**config.mk**
```make
export PLATFORM = sky130hd
export DESIGN_NAME = bcd_clock_counter_flat
export DESIGN_NICKNAME = d
export VERILOG_FILES = /design/src/rtl/bcd_clock_counter_if.sv /design/src/rtl/bcd_clock_counter.sv /design/src/flat_wrapper.sv
export SDC_FILE = /design/constraint.sdc
export NUM_CORES = 1
export LEC_CHECK = 0
export ABC_AREA = 0
export BUFFER_PORTS_ARGS = -buffer_cell sky130_fd_sc_hd__clkbuf_2
export CORE_MARGIN = 2
export CORE_UTILIZATION = 55
export DETAILED_ROUTE_END_ITERATION = 8
export PLACE_DENSITY_LB_ADDON = 0.05
export SLEW_MARGIN = 15
export SYNTH_ARGS = -nofsm -noshare
export SYNTH_HDL_FRONTEND = slang
export SYNTH_SLANG_ARGS = --single-unit
```
**constraint.sdc**
```tcl
create_clock -name clk -period 3.2 [get_ports clk]
set_clock_uncertainty 0.1 [all_clocks]
set_input_delay 0.16 -clock clk [delete_from_list [all_inputs] [get_ports clk]]
set_output_delay 0.16 -clock clk [all_outputs]
set_load 0.05 [all_outputs]
```
**src/rtl/bcd_clock_counter_if.sv**
```systemverilog
// Control and display signals between the time-keeping core and its user.
interface bcd_clock_counter_if;
  logic        run;
  logic        inc_min;
  logic        inc_hr;
  logic        disp_sel;
  logic [15:0] x;
  logic        sec_tick;

  modport master (
    output run, inc_min, inc_hr, disp_sel,
    input  x, sec_tick
  );

  modport slave (
    input  run, inc_min, inc_hr, disp_sel,
    output x, sec_tick
  );
endinterface

```
**src/rtl/bcd_clock_counter.sv**
```systemverilog
// BCD time-of-day counter: one-second prescaler, HH:MM:SS in BCD digits,
// manual minute/hour set inputs and a four-digit display word.
module bcd_clock_counter #(
  parameter int TICK_COUNT = 100000000
) (
  input logic                  clk,
  input logic                  clr,
  bcd_clock_counter_if.slave   bus
);

  localparam int              PW   = (TICK_COUNT > 2) ? $clog2(TICK_COUNT) : 1;
  localparam logic [PW-1:0]   LAST = PW'(TICK_COUNT - 1);

  logic [PW-1:0] r_pcnt;
  logic [3:0]    r_s1, r_s10, r_m1, r_m10, r_h1, r_h10;
  logic          r_sec_tick;

  logic          w_tick, w_min_carry, w_hr_carry, w_min_adv, w_hr_adv;
  logic [3:0]    w_s1, w_s10, w_m1, w_m10, w_h1, w_h10;

  // Next-state of the BCD fields; the manual minute pulse absorbs a
  // simultaneous seconds carry so minutes only move by one.
  always_comb begin
    w_s1        = r_s1;
    w_s10       = r_s10;
    w_m1        = r_m1;
    w_m10       = r_m10;
    w_h1        = r_h1;
    w_h10       = r_h10;
    w_min_carry = 1'b0;
    w_tick      = bus.run && (r_pcnt == LAST);

    if (w_tick) begin
      if (r_s1 == 4'd9) begin
        w_s1 = 4'd0;
        if (r_s10 == 4'd5) begin
          w_s10       = 4'd0;
          w_min_carry = 1'b1;
        end else begin
          w_s10 = r_s10 + 4'd1;
        end
      end else begin
        w_s1 = r_s1 + 4'd1;
      end
    end

    w_min_adv  = bus.inc_min | w_min_carry;
    w_hr_carry = w_min_carry & ~bus.inc_min & (r_m10 == 4'd5) & (r_m1 == 4'd9);

    if (w_min_adv) begin
      if (r_m1 == 4'd9) begin
        w_m1  = 4'd0;
        w_m10 = (r_m10 == 4'd5) ? 4'd0 : r_m10 + 4'd1;
      end else begin
        w_m1 = r_m1 + 4'd1;
      end
    end

    w_hr_adv = bus.inc_hr | w_hr_carry;

    if (w_hr_adv) begin
      if (r_h10 == 4'd2 && r_h1 == 4'd3) begin
        w_h1  = 4'd0;
        w_h10 = 4'd0;
      end else if (r_h1 == 4'd9) begin
        w_h1  = 4'd0;
        w_h10 = r_h10 + 4'd1;
      end else begin
        w_h1 = r_h1 + 4'd1;
      end
    end
  end

  // Register prescaler, time fields and tick strobe; clr discards everything.
  always_ff @(posedge clk) begin
    if (clr) begin
      r_pcnt     <= '0;
      r_s1       <= 4'd0;
      r_s10      <= 4'd0;
      r_m1       <= 4'd0;
      r_m10      <= 4'd0;
      r_h1       <= 4'd0;
      r_h10      <= 4'd0;
      r_sec_tick <= 1'b0;
    end else begin
      if (bus.run) begin
        r_pcnt <= (r_pcnt == LAST) ? '0 : r_pcnt + PW'(1);
      end
      r_s1       <= w_s1;
      r_s10      <= w_s10;
      r_m1       <= w_m1;
      r_m10      <= w_m10;
      r_h1       <= w_h1;
      r_h10      <= w_h10;
      r_sec_tick <= w_tick;
    end
  end

  assign bus.x        = bus.disp_sel ? {r_h10, r_h1, r_m10, r_m1}
                                     : {r_m10, r_m1, r_s10, r_s1};
  assign bus.sec_tick = r_sec_tick;

endmodule

```
**src/flat_wrapper.sv**
```systemverilog
// flat-port wrapper written by rule: the top's interface ports become plain ports
module bcd_clock_counter_flat 
#(
  parameter int TICK_COUNT = 100000000
)
  (clk, clr, bus_run, bus_inc_min, bus_inc_hr, bus_disp_sel, bus_x, bus_sec_tick);
  bcd_clock_counter_if bus_i ();
  input logic clk;
  input logic clr;
  input wire logic [$bits(bus_i.run)-1:0] bus_run;
  input wire logic [$bits(bus_i.inc_min)-1:0] bus_inc_min;
  input wire logic [$bits(bus_i.inc_hr)-1:0] bus_inc_hr;
  input wire logic [$bits(bus_i.disp_sel)-1:0] bus_disp_sel;
  output wire logic [$bits(bus_i.x)-1:0] bus_x;
  output wire logic [$bits(bus_i.sec_tick)-1:0] bus_sec_tick;
  assign bus_i.run = bus_run;
  assign bus_i.inc_min = bus_inc_min;
  assign bus_i.inc_hr = bus_inc_hr;
  assign bus_i.disp_sel = bus_disp_sel;
  assign bus_x = bus_i.x;
  assign bus_sec_tick = bus_i.sec_tick;
  bcd_clock_counter #(.TICK_COUNT(TICK_COUNT)) u_core (.clk(clk), .clr(clr), .bus(bus_i));
endmodule
```
==> metrics.md <==
| Metric | Value |
|---|---|
| Outcome | finished clean |
| Global routing usage on met2 | 39.4% |
| Core Box Area | 5040 um2 |
| Crit path largest cell delay | 0.74 ns |
| PD cells | 363 nW/um2 |
| Mean area per synthesized cell | between 8 and 9 um2 |
| Min-delay src | bus_inc_hr |
| Cells along the critical path | nand4_1 -> nor4_2 -> and4_1 -> o211a_1 -> mux2_1 |
| Headroom to the max-slew limit | between 50 and 60% |
| Comb power frac | 6.7% |
| Sw frac | ~24% |
| Adder-cell area share of the yosys netlist | 2.19% |
| Post_cts resized | 0 |
| Sink of the worst hold path | u_core.r_h1[1] |
| Floorplan die width | 76.0 um |
| Final worst path period share | about four fifths |
| Int Power | 851 uW |
| Met1 usage | 27.6% |
| Routed length per instance | 14.5 um |
| Wire length reported by the detailed router | 6230 um |
| Maximum count of clock buffers along a single path | 2 |
| Area fraction in compound gates after synthesis | 11.4% |
| Xor/xnor cell area share of the yosys netlist | about 8.6% |
| CTS root buffer | sky130_fd_sc_hd__clkbuf_8 |
| Estimated wirelength of the detail-placed design | 4380 um |
| Cell with the largest stage delay on the worst path | sky130_fd_sc_hd__nor4_2 |
| Most area-consuming cells after synthesis | sky130_fd_sc_hd__dfxtp_1 (36%), sky130_fd_sc_hd__nor2_1 (5.8%), sky130_fd_sc_hd__xnor2_1 (5.5%), sky130_fd_sc_hd__mux2_2 (5.1%), sky130_fd_sc_hd__nand2_1 (4.2%) |
| Met3 Track Usage GR | roughly 3.9% |
| Warning count from the yosys run | 0 |
| Sink Count | between 50 and 60 |
| Overall overflow remaining after global route | 0 |
| Clk pwr share | 34.4% |
| H-tree Lvls | 2 |
| Violation count after the first detailed-routing iteration | between 100 and 150 |
| Floorplan die area | 5780 um2 |
| Clock latency reported for the late side of the worst-skew pair | just over 0.3 ns |
| Final setup vio count | 0 |
| Routability cong. | slightly above 0.8 |
| Share of the yosys chip area belonging to registers | about 36% |
| Vias per cell | between 5 and 6 |
| Number of synthesized register bits | 52 |
| Vias in the first global route | 2377 |
| Top cells by instance count after synthesis | sky130_fd_sc_hd__dfxtp_1 (52), sky130_fd_sc_hd__nor2_1 (44), sky130_fd_sc_hd__nand2_1 (32) |
| Critical Path Sink Type | register |
| Most Crowded Layer GR | met2 |
| Post-route antenna net violation count | 0 |
| Multi-input logic area | 1700 um2 |
| Total clock buffers created by CTS | 5 |
| Kind of critical path | reg2reg |
| Top cell type by total area after synthesis | sky130_fd_sc_hd__dfxtp_1 |
| Maximum VDD drop | 252 uV |
| Synthesized area | 2850 um2 |
| Startpoint of the lowest-slack register-to-register path | u_core.r_pcnt[3] |
| FILL cells | 471 |
| Share of total power in sequential cells | 58.9% |
| TritonCTS clock tree | done |
| Length in cells of the worst reg-to-reg path | 5 |
| Final hold violations | 0 |
| Area added between synthesis and finish | 8.81% |
| Synth Area in Simple Gates | 31.6% |
| Distinct cell type count of the synthesized netlist | 59 |
| Number of enable flip-flop cells after synthesis | 0 |
| Flip-flop cell with the highest count after synthesis | sky130_fd_sc_hd__dfxtp_1 |
| Cell area after layout | 3110 um2 |
| Min Tclk post-route | 2.60 ns |
| Worst reg2reg path endpoint | u_core.r_h10[2] |
| Setup slack of the most critical reg-to-reg path | approximately 0.6 ns |
| Share of cells above drive strength 1 | between 15 and 20% |
| Startpoint types | register |
| Transition time of the tightest slew-check pin | a little over 0.7 ns |
| Most frequent cell after synthesis | sky130_fd_sc_hd__dfxtp_1 |
| Pin count of the biggest net entering global routing | 30 |
| Mux contribution to synthesized area | 5.87% |
| Final core utilization | between 60 and 70% |
| Fraction of post-synthesis cell area in the top cell type by area | 36.5% |
| Ant. Diodes | 0 |
| Total negative setup slack | 0 ns |
| Nets in the synthesized netlist | 351 |
| Critical Path RT | 3.30 ns |
| Hold path depth | 3 |
| Total via count after detailed routing | 2471 |
| Register Area | ~1000 um2 |
| Iteration count of the initial detailed-routing pass | 4 |
| Max FO, Critical Path | 8 |
| Starting utilization of the core area | 56.6% |
| Classification of the worst-slack hold path | in2reg |
| Remaining routing DRC violations | 0 |
| Proportion of register bits with asynchronous set or reset after synthesis | 0% |
| Final Slew Violations | 0 |
| Cts-stage hold buffer count | 0 |
| Peak clock frequency supported by timing | 385 MHz |
| GR Util All Layers | 22.3% |
| Nets | 371 |
| Setup repair after global routing missed its margin | false |
| Area of placed instances | 3010 um2 |
| Crit path DAT | between 2 and 3 ns |
| Global-route wire length before repair | approximately 11000 um |
| Post-Synthesis Cells | 340 |
| Count of port buffers added during placement | 22 |
| Leakage power summed over all cells | approximately 1.1 nW |
| Number of placement rows | 26 |
| Clock slew at reported path FFs | 0.09 ns |
| Net Sw Power | 275 uW |
| Main combinational cell family by area after synthesis | simple AND/OR/NAND/NOR gates |
| Number of antenna violations at the first check in global routing | 0 |
| Post-CTS setup buffer count | 0 |
| # Max-Cap Violations | 0 |
| I/O pin cnt | 23 |
| Die Span Y | 76.0 um |
==> worst max-delay path: cells and delay by family (launching register included) <==
kind	cells	cell delay [ns]
mux	1	0.32
compound gates	1	0.18
simple gates	3	1.48
flops	1	0.41
==> metal layers <==
metal,vias up,routed length [um]
li1,1260,-
met1,1166,2940
met2,37,3020
met3,8,180
met4,0,91
met5,-,0
==> cell families (layout without fill, tap and decap cells) <==
| kind of cell | after synthesis | after routing |
|---|---|---|
| buffers and inverters | 25 | 46 |
| AO/OA/AOI/OAI | 50 | 50 |
| multiplexers | 15 | 15 |
| XOR/XNOR | 28 | 28 |
| adder cells (fa/ha/maj) | 5 | 5 |
| AND/OR/NAND/NOR | 165 | 165 |
| flip-flops | 52 | 52 |
==> worst max-delay path by stage <==
| stage | from | end | slack (ns) | cells past startpoint |
|---|---|---|---|---|
| floorplan | u_core.r_pcnt[17] | u_core.r_h10[2] | 0.94 | 5 |
| global placement | u_core.r_pcnt[19] | u_core.r_s10[0] | 0.78 | 5 |
| detailed placement | u_core.r_pcnt[3] | u_core.r_s10[0] | 0.67 | 5 |
| CTS | u_core.r_pcnt[0] | u_core.r_h10[2] | 0.66 | 6 |
| global route | u_core.r_pcnt[5] | u_core.r_s10[0] | 0.47 | 5 |
| finish | u_core.r_pcnt[3] | u_core.r_h10[2] | 0.60 | 5 |
==> cells in the final DEF, fill, tap and decap left out, types with 4 or more instances in the layout <==
cell type / n
sky130_fd_sc_hd__a21oi_1: 11
sky130_fd_sc_hd__and2_1: 4
sky130_fd_sc_hd__clkbuf_2: 22
sky130_fd_sc_hd__clkbuf_8: 6
sky130_fd_sc_hd__dfxtp_1: 52
sky130_fd_sc_hd__ha_1: 5
sky130_fd_sc_hd__inv_1: 12
sky130_fd_sc_hd__mux2_2: 13
sky130_fd_sc_hd__nand2_1: 32
sky130_fd_sc_hd__nand3_1: 12
sky130_fd_sc_hd__nand4_1: 10
sky130_fd_sc_hd__nor2_1: 44
sky130_fd_sc_hd__nor2b_1: 6
sky130_fd_sc_hd__nor3_1: 13
sky130_fd_sc_hd__nor4_1: 5
sky130_fd_sc_hd__o21ai_0: 18
sky130_fd_sc_hd__or3_1: 8
sky130_fd_sc_hd__xnor2_1: 18
sky130_fd_sc_hd__xor2_1: 10
==> state kept, by name (all words and copies together), names as in the netlist <==
signal and count:
u_core.r_m1 4, u_core.r_s10 4, u_core.r_h1 4, u_core.r_pcnt 27, u_core.r_h10 4, u_core.bus.sec_tick 1
u_core.r_s1 4, u_core.r_m10 4
==> power groups by stage <==
stage                     sequential (mW)  combinational, mW  clock [mW]
after floorplan                     0.675             0.0580           0
after CTS                           0.663             0.0757       0.406
after global routing                0.665             0.0842       0.430
final                               0.663             0.0755       0.387
after global placement              0.678             0.0750           0
after detailed placement            0.678             0.0754           0
==> area by class of cell <==
class	instances	share of cell area (%)
Multi-Input combinational cell	263	54.8
Sequential cell	52	33.5
Timing Repair Buffer	25	4.27
Tap cell	70	2.82
Clock buffer	6	2.66
Inverter	13	1.57
Clock inverter	2	0.322
==> metrics by stage <==
| stage | power, mW | hold slack [ns] | worst slack (ns) | instances |
|---|---|---|---|---|
| 2_1_floorplan | 0.733 | 0.224 | 0.942 | 340 |
| 3_3_place_gp | 0.753 | 0.389 | 0.776 | 423 |
| 3_5_place_dp | 0.754 | 0.399 | 0.668 | 423 |
| 4_1_cts | 1.14 | 0.0989 | 0.663 | 431 |
| 5_1_grt | 1.18 | 0.116 | 0.470 | 431 |
| 6_report | 1.13 | 0.117 | 0.602 | 431 |
No activity file was read; power rests on OpenSTA's default activity.
